--- src/rtl/msg_arbiter_pkg.sv ---
// ---------------------------------------------------------------------------
// msg_arbiter_pkg : shared widths and state encoding for msg_arbiter
// Rev 1.0 : initial release
// ---------------------------------------------------------------------------
`default_nettype none

package msg_arbiter_pkg;

  // Default channel widths (address, data, redundancy field)
  localparam int NS_ADDRESS_SIZE = 8;
  localparam int NS_DATA_SIZE    = 8;
  localparam int NS_REDUN_SIZE   = 4;

  // Arbiter handshake states
  typedef enum logic [1:0] {
    ST_IDLE   = 2'd0,
    ST_SEND   = 2'd1,
    ST_DRAIN  = 2'd2,
    ST_ACK_IN = 2'd3
  } arb_state_e;

endpackage

`default_nettype wire

--- src/rtl/msg_arbiter_calc_redun.sv ---
// ---------------------------------------------------------------------------
// msg_arbiter_calc_redun : redundancy of one message, XOR-fold of
//                          {src, dst, dat} into RSZ-bit chunks
// Rev 1.0 : initial release
// ---------------------------------------------------------------------------
`default_nettype none

module msg_arbiter_calc_redun
  import msg_arbiter_pkg::*;
#(
  parameter int ASZ = NS_ADDRESS_SIZE,
  parameter int DSZ = NS_DATA_SIZE,
  parameter int RSZ = NS_REDUN_SIZE
) (
  input  logic [ASZ-1:0] src,
  input  logic [ASZ-1:0] dst,
  input  logic [DSZ-1:0] dat,
  output logic [RSZ-1:0] red
);

  localparam int MW  = 2*ASZ + DSZ;
  localparam int NCH = (MW + RSZ - 1) / RSZ;
  localparam int PW  = NCH * RSZ;

  logic [PW-1:0] msg_pad;

  // Zero-extend the message so it splits into whole chunks
  assign msg_pad = PW'({src, dst, dat});

  // Fold all chunks together
  always_comb begin
    red = '0;
    for (int c = 0; c < NCH; c++) begin
      red = red ^ msg_pad[c*RSZ +: RSZ];
    end
  end

endmodule

`default_nettype wire

--- src/rtl/msg_arbiter.sv ---
// ---------------------------------------------------------------------------
// msg_arbiter : 2:1 round-robin arbiter onto one four-phase message channel.
//               Optional redundancy check enabled by NS_ARB_REDUN_CHK_EN;
//               bad messages are acknowledged, never forwarded, and counted.
// Rev 1.0 : initial release
// ---------------------------------------------------------------------------
`default_nettype none

module msg_arbiter
  import msg_arbiter_pkg::*;
#(
  parameter int ASZ = NS_ADDRESS_SIZE,
  parameter int DSZ = NS_DATA_SIZE,
  parameter int RSZ = NS_REDUN_SIZE
) (
  input  logic           i_clk,
  input  logic           reset,
  output logic           ready,
  input  logic           rcv0_req,
  output logic           rcv0_ack,
  input  logic [ASZ-1:0] rcv0_src,
  input  logic [ASZ-1:0] rcv0_dst,
  input  logic [DSZ-1:0] rcv0_dat,
  input  logic [RSZ-1:0] rcv0_red,
  input  logic           rcv1_req,
  output logic           rcv1_ack,
  input  logic [ASZ-1:0] rcv1_src,
  input  logic [ASZ-1:0] rcv1_dst,
  input  logic [DSZ-1:0] rcv1_dat,
  input  logic [RSZ-1:0] rcv1_red,
  output logic           snd0_req,
  input  logic           snd0_ack,
  output logic [ASZ-1:0] snd0_src,
  output logic [ASZ-1:0] snd0_dst,
  output logic [DSZ-1:0] snd0_dat,
  output logic [RSZ-1:0] snd0_red,
  output logic [7:0]     drop_cnt
);

  arb_state_e     state_q, state_d;
  logic           sel_q, sel_d;
  logic           last_q, last_d;
  logic           ready_q, ready_d;
  logic           snd_req_q, snd_req_d;
  logic [1:0]     ack_q, ack_d;
  logic [ASZ-1:0] src_q, src_d;
  logic [ASZ-1:0] dst_q, dst_d;
  logic [DSZ-1:0] dat_q, dat_d;
  logic [RSZ-1:0] red_q, red_d;

  logic [1:0]     elig;
  logic           gnt_sel;
  logic           grant;
  logic           sel_req;
  logic [1:0]     bad;

  assign elig    = {rcv1_req & ~ack_q[1], rcv0_req & ~ack_q[0]};
  // Tie goes to the channel not served last; otherwise the lone eligible one
  assign gnt_sel = (elig == 2'b11) ? ~last_q : elig[1];
  assign grant   = (state_q == ST_IDLE) && ready_q && (|elig);
  assign sel_req = sel_q ? rcv1_req : rcv0_req;

`ifdef NS_ARB_REDUN_CHK_EN
  logic [RSZ-1:0] calc0, calc1;
  logic [7:0]     drop_q, drop_d;

  msg_arbiter_calc_redun #(.ASZ(ASZ), .DSZ(DSZ), .RSZ(RSZ)) u_redun0 (
    .src(rcv0_src), .dst(rcv0_dst), .dat(rcv0_dat), .red(calc0)
  );
  msg_arbiter_calc_redun #(.ASZ(ASZ), .DSZ(DSZ), .RSZ(RSZ)) u_redun1 (
    .src(rcv1_src), .dst(rcv1_dst), .dat(rcv1_dat), .red(calc1)
  );

  assign bad      = {calc1 != rcv1_red, calc0 != rcv0_red};
  assign drop_cnt = drop_q;

  // Saturating count of messages discarded at grant
  always_comb begin
    drop_d = drop_q;
    if (grant && bad[gnt_sel] && !(&drop_q)) begin
      drop_d = drop_q + 8'd1;
    end
  end

  // Drop counter register
  always_ff @(posedge i_clk or negedge reset) begin
    if (!reset) drop_q <= 8'h00;
    else        drop_q <= drop_d;
  end
`else
  assign bad      = 2'b00;
  assign drop_cnt = 8'h00;
`endif

  // Next-state and handshake outputs
  always_comb begin
    state_d   = state_q;
    sel_d     = sel_q;
    last_d    = last_q;
    ready_d   = 1'b1;
    snd_req_d = snd_req_q;
    ack_d     = ack_q;
    src_d     = src_q;
    dst_d     = dst_q;
    dat_d     = dat_q;
    red_d     = red_q;
    case (state_q)
      ST_IDLE: begin
        if (grant) begin
          sel_d = gnt_sel;
          src_d = gnt_sel ? rcv1_src : rcv0_src;
          dst_d = gnt_sel ? rcv1_dst : rcv0_dst;
          dat_d = gnt_sel ? rcv1_dat : rcv0_dat;
          red_d = gnt_sel ? rcv1_red : rcv0_red;
          if (bad[gnt_sel]) begin
            ack_d[gnt_sel] = 1'b1;
            state_d        = ST_ACK_IN;
          end else begin
            snd_req_d = 1'b1;
            state_d   = ST_SEND;
          end
        end
      end
      ST_SEND: begin
        if (snd0_ack) begin
          snd_req_d = 1'b0;
          state_d   = ST_DRAIN;
        end
      end
      ST_DRAIN: begin
        if (!snd0_ack) begin
          ack_d[sel_q] = 1'b1;
          state_d      = ST_ACK_IN;
        end
      end
      ST_ACK_IN: begin
        if (!sel_req) begin
          ack_d[sel_q] = 1'b0;
          last_d       = sel_q;
          state_d      = ST_IDLE;
        end
      end
      default: state_d = ST_IDLE;
    endcase
  end

  // State and latched-message registers
  always_ff @(posedge i_clk or negedge reset) begin
    if (!reset) begin
      state_q   <= ST_IDLE;
      sel_q     <= 1'b0;
      last_q    <= 1'b1;
      ready_q   <= 1'b0;
      snd_req_q <= 1'b0;
      ack_q     <= 2'b00;
      src_q     <= '0;
      dst_q     <= '0;
      dat_q     <= '0;
      red_q     <= '0;
    end else begin
      state_q   <= state_d;
      sel_q     <= sel_d;
      last_q    <= last_d;
      ready_q   <= ready_d;
      snd_req_q <= snd_req_d;
      ack_q     <= ack_d;
      src_q     <= src_d;
      dst_q     <= dst_d;
      dat_q     <= dat_d;
      red_q     <= red_d;
    end
  end

  assign ready    = ready_q;
  assign snd0_req = snd_req_q;
  assign rcv0_ack = ack_q[0];
  assign rcv1_ack = ack_q[1];
  assign snd0_src = src_q;
  assign snd0_dst = dst_q;
  assign snd0_dat = dat_q;
  assign snd0_red = red_q;

endmodule

`default_nettype wire
--- config.mk ---
export PLATFORM = sky130hd
export DESIGN_NAME = msg_arbiter
export DESIGN_NICKNAME = d
export VERILOG_FILES = /design/src/rtl/msg_arbiter_pkg.sv /design/src/rtl/msg_arbiter_calc_redun.sv /design/src/rtl/msg_arbiter.sv
export SDC_FILE = /design/constraint.sdc
export NUM_CORES = 1
export LEC_CHECK = 0
export ABC_AREA = 1
export ABC_CLOCK_PERIOD_IN_PS = 1400
export CAP_MARGIN = 25
export CORE_MARGIN = 2
export CORE_UTILIZATION = 36
export CTS_CLUSTER_DIAMETER = 60
export DETAILED_ROUTE_END_ITERATION = 10
export PLACE_DENSITY = 0.88
export SLEW_MARGIN = 40
export SYNTH_ARGS = -nofsm -noshare
export SYNTH_HDL_FRONTEND = slang
export SYNTH_HIERARCHICAL = 1
export SYNTH_SLANG_ARGS = --single-unit
export TNS_END_PERCENT = 20
--- constraint.sdc ---
create_clock -name i_clk -period 1.4 [get_ports i_clk]
set_input_delay 0.28 -clock i_clk [delete_from_list [all_inputs] [get_ports i_clk]]
set_output_delay 0.28 -clock i_clk [all_outputs]
set_load 0.05 [all_outputs]
==> metrics, run 1 <==
vertical die dimension approximately 77 um; htree depth 2; endpoints failing setup 0; Max FO, Critical Path 9; maximum vdd ir drop ~0.0012 V; net load switching power ~3800 uW; Total Die Area between 5000 and 6000 um2; RSZ-0062 raised after global routing true; Floorplan Core Area between 5000 and 6000 um2; vias in the first global route 2049; CTS root buffer sky130_fd_sc_hd__clkbuf_8; most area-consuming cells after synthesis sky130_fd_sc_hd__dfrtp_1, sky130_fd_sc_hd__a21oi_1, sky130_fd_sc_hd__nand2_1; element type at the critical path end flip-flop; Vias/cell approximately 4.8; first-pass GRT wire length between 9000 and 10000 um; die outline width between 70 and 80 um; largest incremental delay on the critical path 0.40 ns; share of post-route cells with drive strength above 1 between 30% and 40%; number of port buffers roughly 90; final clock period utilization by the worst path a little over nine tenths; TritonCTS buffer count 5; number of antenna repair diodes 0; WS Path Type flip-flop to flip-flop; pre-CTS WS -0.265 ns; sum of routed wire length over all layers between 5000 and 6000 um; I/O pins 101; yosys warns 6; data required time of the critical path around 1.6 ns; final routed DRC violation total 0; class of the tightest hold or removal check input port to async pin; endpoints failing hold 0; design internal power about 4600 uW; sum of internal, switching and leakage power ~8500 uW; worst skew pair latency 0.28 ns; total half-perimeter wirelength after legalization and detailed placement 4250 um; Leakage roughly 0.0015 uW; kind of launch point of the worst setup path flip-flop; TritonCTS sink count 36; minimum setup slack in the final design 0.0248 ns; run status finished clean; number of antenna violations at the first check in global routing 0; post-detailed-route count of antenna-violating nets 0; clock power share approximately a tenth; setup skew after layout 0.00325 ns; crit-path cells inv_2 -> ha_4 -> nand2_2 -> clkinv_2 -> nand2_8 -> inv_8 -> buf_12 -> nor2_1 -> a21oi_2; final count of pins violating max slew 0; post-layout net count 404; routed wire length per instance between 10 and 15 um; max-capacitance violation count 0; switching portion of total power between 40% and 50%; number of distinct library cells after synthesis 22; total iterations of the first detailed-routing run 4; Comb power frac roughly two thirds; slowest stage cell on the critical path sky130_fd_sc_hd__dfrtp_1; routability cong. 0.851; instance count of the mapped netlist between 200 and 250; Sequential Power Share approximately a quarter; gr usage total 19.6%; FF+latch count, synth 36; most frequent cells in the layout sky130_fd_sc_hd__clkdlybuf4s50_1, sky130_fd_sc_hd__nand2_1, sky130_fd_sc_hd__a21oi_1; most common library cell in the layout ignoring fill and taps sky130_fd_sc_hd__clkdlybuf4s50_1; total congestion overflow after global routing 0; power per cell area between 2000 and 2500 nW/um2; sequential share of the synthesized area a little under half; fraction of synthesized cell area taken by the top area cell type a little under half; routed vias roughly 2000; pin count of the biggest net entering global routing 29; DRC marker count from the first detailed-route iteration 72; starting density of the core 37.7%; CTS tree built; clock-pin slew on the worst setup and hold paths about 0.07 ns; arrival time worst endpoint ~1.5 ns; post-layout minimum cycle time roughly 1.4 ns; peak clock frequency supported by timing between 700 and 800 MHz; Synth Area per Inst 8.11 um2; buffer levels on the longest clock path 2; post-route worst hold slack 0.469 ns; num rows 26; most area-hungry cell type in the Yosys netlist sky130_fd_sc_hd__dfrtp_1; total standard cell area after synthesis just under 2000 um2; area overhead of the layout relative to synthesis 86.1%
kinds of logic (layout without fill, tap and decap cells):
kind of cell	count (synthesis)	after routing	share of synthesized area, %
other	2	9	0.387
adder cells (fa/ha/maj)	4	4	2.58
buffers and inverters	36	130	11.2
AND/OR/NAND/NOR	101	101	22.1
AO/OA/AOI/OAI	60	60	17.2
flip-flops	36	36	46.5
worst paths after layout:
kind                               endpoint  depth (start not counted)       start  slack (ns)
max in group asynchronous       snd0_src[0]                          3       reset        0.49
min in group i_clk                   last_q                          2      last_q        0.52
worst max-delay path            snd0_src[4]                          9  state_q[0]        0.02
worst min register to register       last_q                          2      last_q        0.52
worst max register to register  snd0_src[4]                          9  state_q[0]        0.02
worst min-delay path            snd0_dst[0]                          2       reset        0.47
flip-flops by register name, summed over array words and instances (netlist names):
signal    cells
ack_q         2
last_q        1
ready         1
sel_q         1
snd0_dat      8
snd0_dst      8
snd0_red      4
snd0_req      1
snd0_src      8
state_q       2
worst max-delay path: cells and delay by family, from the launching register on:
kind / cells / cell delay (ns)
adders and majority gates: 1 / 0.16
and+or+nand+nor: 3 / 0.28
buffers and inverters: 4 / 0.36
AOI/OAI and AO/OA: 1 / 0.05
DFF: 1 / 0.40
power groups by stage:
stage	logic [uW]	clock network, uW	registers (uW)
2_1_floorplan	1250	0	3410
3_3_place_gp	5120	0	2110
3_5_place_dp	5230	0	2140
4_1_cts	5380	814	2140
5_1_grt	5830	865	2210
6_report	5520	796	2150
synthesized netlist by cell type:
master and count:
sky130_fd_sc_hd__buf_6 3, sky130_fd_sc_hd__nor2_1 23, sky130_fd_sc_hd__dfrtp_1 35, sky130_fd_sc_hd__nand3_1 7
sky130_fd_sc_hd__buf_8 1, sky130_fd_sc_hd__or2_2 1, sky130_fd_sc_hd__nor2_2 9, sky130_fd_sc_hd__inv_1 14
sky130_fd_sc_hd__buf_4 10, sky130_fd_sc_hd__clkinv_1 1, sky130_fd_sc_hd__nand2_2 2, sky130_fd_sc_hd__nand2_1 55
sky130_fd_sc_hd__conb_1 2, sky130_fd_sc_hd__buf_2 5, sky130_fd_sc_hd__inv_2 1, sky130_fd_sc_hd__nand4_1 4
sky130_fd_sc_hd__dfstp_2 1, sky130_fd_sc_hd__a21oi_1 48, sky130_fd_sc_hd__clkinv_4 1, sky130_fd_sc_hd__ha_1 4
sky130_fd_sc_hd__o21ai_0 3, sky130_fd_sc_hd__a21oi_2 9
per-stage QoR:
| step | TNS (ns) | util, % | instance area [um2] | std cells |
|---|---|---|---|---|
| after floorplan | 0 | - | 1970 | 246 |
| after global placement | -5.75 | 64.2 | 3300 | 398 |
| after detailed placement | -7.59 | 64.2 | 3300 | 398 |
| after CTS | 0 | 68.0 | 3500 | 409 |
| after global routing | -0.0528 | 70.2 | 3610 | 410 |
| final | 0 | 70.2 | 3610 | 410 |
metal layers:
| layer | vias to the layer above | track usage [%] | share of wire (%) |
|---|---|---|---|
| met5 | - | 0 | 0 |
| met4 | 0 | 3.93 | 1.4 |
| met3 | 12 | 5.70 | 6.6 |
| met2 | 77 | 35.2 | 52 |
| met1 | 942 | 23.2 | 40 |
| li1 | 955 | - | - |
area by class of cell:
type                       count  area (um2)
clock buffer                   8         100
fill                         395        1530
inverter                      17        80.1
multi-input combinational    174         976
sequential                    36         905
tap                           70        87.6
timing repair buffer         105        1460
repair_timing:
item                                    4_1_cts  5_1_grt
hold buffers                                  1        0
cloned                                        1        1
endpoints found under the setup margin       32       29
setup buffers                                 1        0
endpoints found under the hold margin        12        0
pin swaps                                     1        2
gates resized for setup                      17       23
Power figures use the tool's default switching activity.
==> inputs of run 2 (changes only) <==
ABC_CLOCK_PERIOD_IN_PS = not set   (was 1400)
==> results of run 2 <==
Final layout, timing and power as in run 1 (identical DEF).
==> RTL edit 1: new RTL, config.mk and constraints of run 1 <==
`dat_q` no longer has a reset.
--- a/src/rtl/msg_arbiter.sv
+++ b/src/rtl/msg_arbiter.sv
@@ -155,7 +155,6 @@
       ack_q     <= 2'b00;
       src_q     <= '0;
       dst_q     <= '0;
-      dat_q     <= '0;
       red_q     <= '0;
     end else begin
       state_q   <= state_d;
@@ -166,9 +165,12 @@
       ack_q     <= ack_d;
       src_q     <= src_d;
       dst_q     <= dst_d;
-      dat_q     <= dat_d;
       red_q     <= red_d;
     end
+  end
+
+  always_ff @(posedge i_clk) begin
+    dat_q <= dat_d;
   end
 
   assign ready    = ready_q;
Check against the original RTL: differs if reset is asserted again (counterexample within 4 cycles, from zero or initial values and one cycle with reset low); with reset held inactive, the same outputs for 10 cycles.
==> RTL edit 1 against run 1 <==
- critical path depth decreased by 3
- critical path type unchanged
- total power decreased by 17%
- final cell count decreased by 2.0%
- routed wire length decreased by 2.3%
- critical endpoint is now snd0_dat[5]
- non-clock buffer count decreased by 1
- design area decreased by 2.3%
- synthesized cell count decreased by 4.2%
- sequential cell count unchanged
- worst setup slack improved by 0.029 ns
- clock skew increased by 0.0094 ns
- count of clock-buffer cells in the layout decreased by 1
- highest routed layer unchanged
- synthesized area increased by 1.2%
==> RTL edit 1: results (changes against run 1) <==
[placed_design]
gp_congestion = 0.870  ; +2.3%
place_area_mm2 = 0.00328  ; -0.68%
dp_slack_ns = -0.220  ; +0.0448 ns
dpl.hpwl_um = 4170  ; -1.9%
dp.cells = 391  ; -1.8%

[global_routing]
antenna_found_initial = 0  ; unchanged
grtUsageMet1_pct = 20.8  ; -2.4 points
grt_pass1_vias = 1849  ; -9.8%
grt_max_degree = 30  ; +3.4%
use_met2_pct = 32.2  ; -3.0 points
grt_use_met3_pct = 5.00  ; -0.70 points
grt_use_total_pct = 18.1  ; -1.5 points
grt_pass1_wl_um = 8690  ; -9.0%

[critical_path]
cp_data_arrival_time_ns = 1.33  ; -0.21 ns
r2r_slack_ns = 0.05  ; +0.03 ns
slowest_stage = dfrtp_1
critPathMaxFanout = 14  ; +5
reg2reg_to = snd0_dat[5]
reg2reg_depth = 6  ; -3

[final_layout]
final-clk-cell-share_pct = 2.63  ; -0.15 points
final-nonclk-buf-share_pct = 40.1  ; -0.36 points
multi_input_cells = 166  ; -4.6%
area_growth_syn_to_layout_pct = 79.7
nClkBuffers = 7  ; -1
regArea_um2 = 945  ; +4.4%
fill_cells = 392  ; -0.76%
nNetsFinal = 396  ; -2.0%
multiInputGateArea_um2 = 895  ; -8.3%
buffers = 104  ; -0.95%
drive_above_1_share_pct = 28.0  ; -3.8 points
inverters = 18  ; +1

[detailed_routing]
wl_met1_um = 2240  ; -1.5%
routed_wl_um = 5620  ; -2.3%
vias_per_cell = 4.78  ; -1.2%
routed-wl-met3_um = 436  ; +15%
met2_wirelength_um = 2860  ; -5.1%
drt-initial-drc-count = 74  ; +2.8%
vias = 1923  ; -3.2%

[floorplan]
core_mm2 = 0.00517  ; +0.63%

[pwr]
cellLeakagePower_nw = 1.56  ; +0.98%
irDropWorstVdd_uv = 1080  ; -12%
power_mw = 7.02  ; -17%
comb-power_mw = 4.39  ; -20%
power_frac_clock_pct = 10.9  ; +1.5 points
netSwitchingPower_mw = 3.12  ; -19%

[yosys]
netlist_top_cells_area = dfrtp_1 (34%), nand2_1 (13%), edfxtp_1 (12%)
yosysSeqAreaShare_pct = 48.0  ; +1.5 points
synthArstFlopShare_pct = 77.8  ; -22 points
synth_adder_area_share_pct = 2.55  ; -0.031 points
netlist_instances = 229  ; -4.2%
ys_types = 26  ; +18%
yosys-top-cells-count = nand2_1 (70), dfrtp_1 (27), nor2_1 (24)
synth_compound_area_share_pct = 13.3  ; -3.9 points
synth-edff-count = 8  ; +8

[cts]
numCtsBuffers = 5  ; unchanged
cts.htree.levels = 2  ; unchanged
clk_pin_slew_worst_paths_ns = 0.08

[timing]
skew_ns = 0.0127  ; +0.00943 ns
holdWs_ns = 0.211  ; -0.258 ns

[run_status]
status = completed

==> RTL edit 1: cell types whose count changed in the layout (fill, tap and decap cells not counted), moves of 3 or more <==
cell      delta
a21oi_1     -35
nor2_2      -17
o21ai_1     +17
nand2_1     +15
a21oi_2     -11
o21ai_2     +11
nor2_1       +9
dfrtp_1      -8
edfxtp_1     +8
inv_2        +3
==> RTL edit 1: timing repair <==
action,in CTS,in global routing
buffers inserted,0,1
endpoints found under the setup margin,32,32
resized for setup,3,26
pin swaps,0,6
hold endpoints to repair,0,0
gates cloned,0,2
==> RTL edit 1: worst max-delay path by stage <==
stage / from / endpoint / slack, ns / cells after the start
global placement: rcv0_req / snd0_dat[1] / -0.18 / 5
detailed placement: rcv0_req / snd0_dst[3] / -0.22 / 7
CTS: state_q[0] / ack_q[1] / -0.0003 / 7
floorplan: state_q[0] / snd0_dst[0] / 0.01 / 9
finish: state_q[0] / snd0_dat[5] / 0.05 / 6
global route: state_q[1] / state_q[1] / -0.002 / 9
==> RTL edit 2: new RTL, flow settings as in run 1 <==
Without the edit above. The option `NS_ARB_REDUN_CHK_EN` is turned on by a define.
--- a/src/rtl/msg_arbiter.sv
+++ b/src/rtl/msg_arbiter.sv
@@ -5,6 +5,8 @@
 // Rev 1.0 : initial release
 // ---------------------------------------------------------------------------
 `default_nettype none
+
+`define NS_ARB_REDUN_CHK_EN
 
 module msg_arbiter
   import msg_arbiter_pkg::*;
Check against the original RTL: not equivalent (a bounded check fails within 4 cycles, from zero or initial values and one cycle with reset low).
==> RTL edit 2 against run 1 <==
- the run now ends with setup timing left
- total power rose by 30%
- count of clock-buffer cells in the layout down 3
- design area increased by 53%
- synthesized area grew 72%
- routed wire length increased by 92%
- sequential share of layout area shrank 4.9 points
- synthesized cell count up 120%
- sequential cell count rose by 8
- via count increased by 99%
- sequential power grew 17%
- worst setup slack worse by 0.19 ns
- critical path depth fell by 1
- die area rose by 68%
- critical endpoint is now drop_cnt[4]
- largest power group unchanged
- highest routed layer unchanged
==> RTL edit 2: results (changes against run 1) <==
[critical_path]
slowest_stage = dfrtp_2
critPathMaxFanout = 7  ; -2
reg2reg_depth = 8  ; -1
r2r-start = state_q[1]
critPathMaxStageDelay_ns = 0.48  ; +0.08 ns

[detailed_routing]
routed_wl_um = 11000  ; +92%
drtPass1Iterations = 5  ; +1
drt-initial-drc-count = 139  ; +93%

[run_status]
status = finished with violations
violations = setup timing

[cts]
clk_pin_slew_worst_paths_ns = 0.10  ; +0.03 ns
clk_latency_ns = 0.30  ; +0.02 ns

[yosys]
synth_compound_area_share_pct = 10.8  ; -6.4 points
netlist_top_cells_area = dfrtp_1 (32%), nand2_1 (22%), a21oi_1 (8.4%)
synth_top_area_share_pct = 32.2  ; -13 points

[timing]
setup_violations = 39  ; +39
fin_ws_ns = -0.161  ; -0.186 ns

[final_layout]
fill_cells = 782  ; +98%
drive_above_1_share_pct = 38.7  ; +7.0 points
nNetsFinal = 741  ; +83%

[placed_design]
dpl.hpwl_um = 7940  ; +87%
gp_congestion = 0.814  ; -4.3%

[pwr]
cellLeakagePower_nw = 2.86  ; +85%
swShare_pct = 47.3  ; +1.8 points
irDropWorstVdd_uv = 1250  ; +1.6%

[global_routing]
grt_use_total_pct = 20.9  ; +1.3 points

[RTL edit 2: kinds of logic after synthesis]
family | Yosys count
compound gates | 66
xor+xnor | 23
fa+ha+maj | 7
buf+inv | 78
flops | 44
other cells | 1
simple gates | 305
[RTL edit 2: what timing repair did]
action / CTS / global route
cloned: 1 / 0
pin swaps: 42 / 53
setup buffers: 4 / 3
gates resized for setup: 154 / 113
hold buffers: 1 / 0
hold endpoints to repair: 12 / 0
setup endpoints to repair: 34 / 41
[RTL edit 2: final cells by class]
cell class | count | area (um2) | share of cell area (%)
sequential | 44 | 1110 | 20.1
clock inverter | 3 | 42.5 | 0.769
timing repair buffer | 153 | 1630 | 29.5
multi-input combinational | 403 | 2270 | 41.1
inverter | 66 | 263 | 4.75
tap | 111 | 139 | 2.51
clock buffer | 5 | 68.8 | 1.24
[RTL edit 2: worst max-delay path by stage]
stage | start | to | slack, ns | cells past startpoint
5_1_grt | rcv0_dat[7] | drop_cnt[0] | -0.21 | 15
6_report | state_q[1] | drop_cnt[4] | -0.16 | 8
3_5_place_dp | rcv0_src[5] | drop_cnt[6] | -0.85 | 17
4_1_cts | state_q[1] | drop_cnt[6] | -0.13 | 8
3_3_place_gp | rcv0_src[5] | drop_cnt[6] | -0.76 | 17
2_1_floorplan | drop_cnt[1] | drop_cnt[6] | -0.09 | 7
[RTL edit 2: stage by stage]
step / util, % / area [um2] / setup TNS [ns] / std cells / hold WS [ns]
2_1_floorplan: - / 3400 / -0.782 / 524 / -0.0156
3_3_place_gp: 57.1 / 5200 / -16.65 / 768 / 0.202
3_5_place_dp: 57.1 / 5200 / -17.99 / 768 / 0.210
4_1_cts: 59.4 / 5410 / -1.91 / 782 / 0.247
5_1_grt: 60.8 / 5540 / -5.54 / 785 / 0.265
6_report: 60.8 / 5540 / -2.75 / 785 / 0.257
[RTL edit 2: worst register-to-register path, stage by stage, from the launching register on]
cell     delay [ns]
dfrtp_2        0.48
inv_4          0.10
ha_4           0.15
nand3_4        0.15
a31oi_4        0.25
buf_6          0.15
nand2_8        0.06
nand2_1        0.06
nand2_1        0.05
[RTL edit 2: per-layer routing]
metal,share of wire (%),global-route usage [%],vias up
met5,0,0,-
met4,2.6,8.54,0
met3,4.9,3.13,24
met2,54,39.3,125
met1,38,23.3,1894
li1,-,-,1913
[RTL edit 2: power groups by stage]
stage	Clock, mW	Combinational, mW	Sequential (mW)
finish	1.02	7.43	2.51
global route	1.07	7.90	2.58
CTS	1.02	7.03	2.49
detailed placement	0	6.90	2.50
global placement	0	6.71	2.47
floorplan	0	1.93	3.96
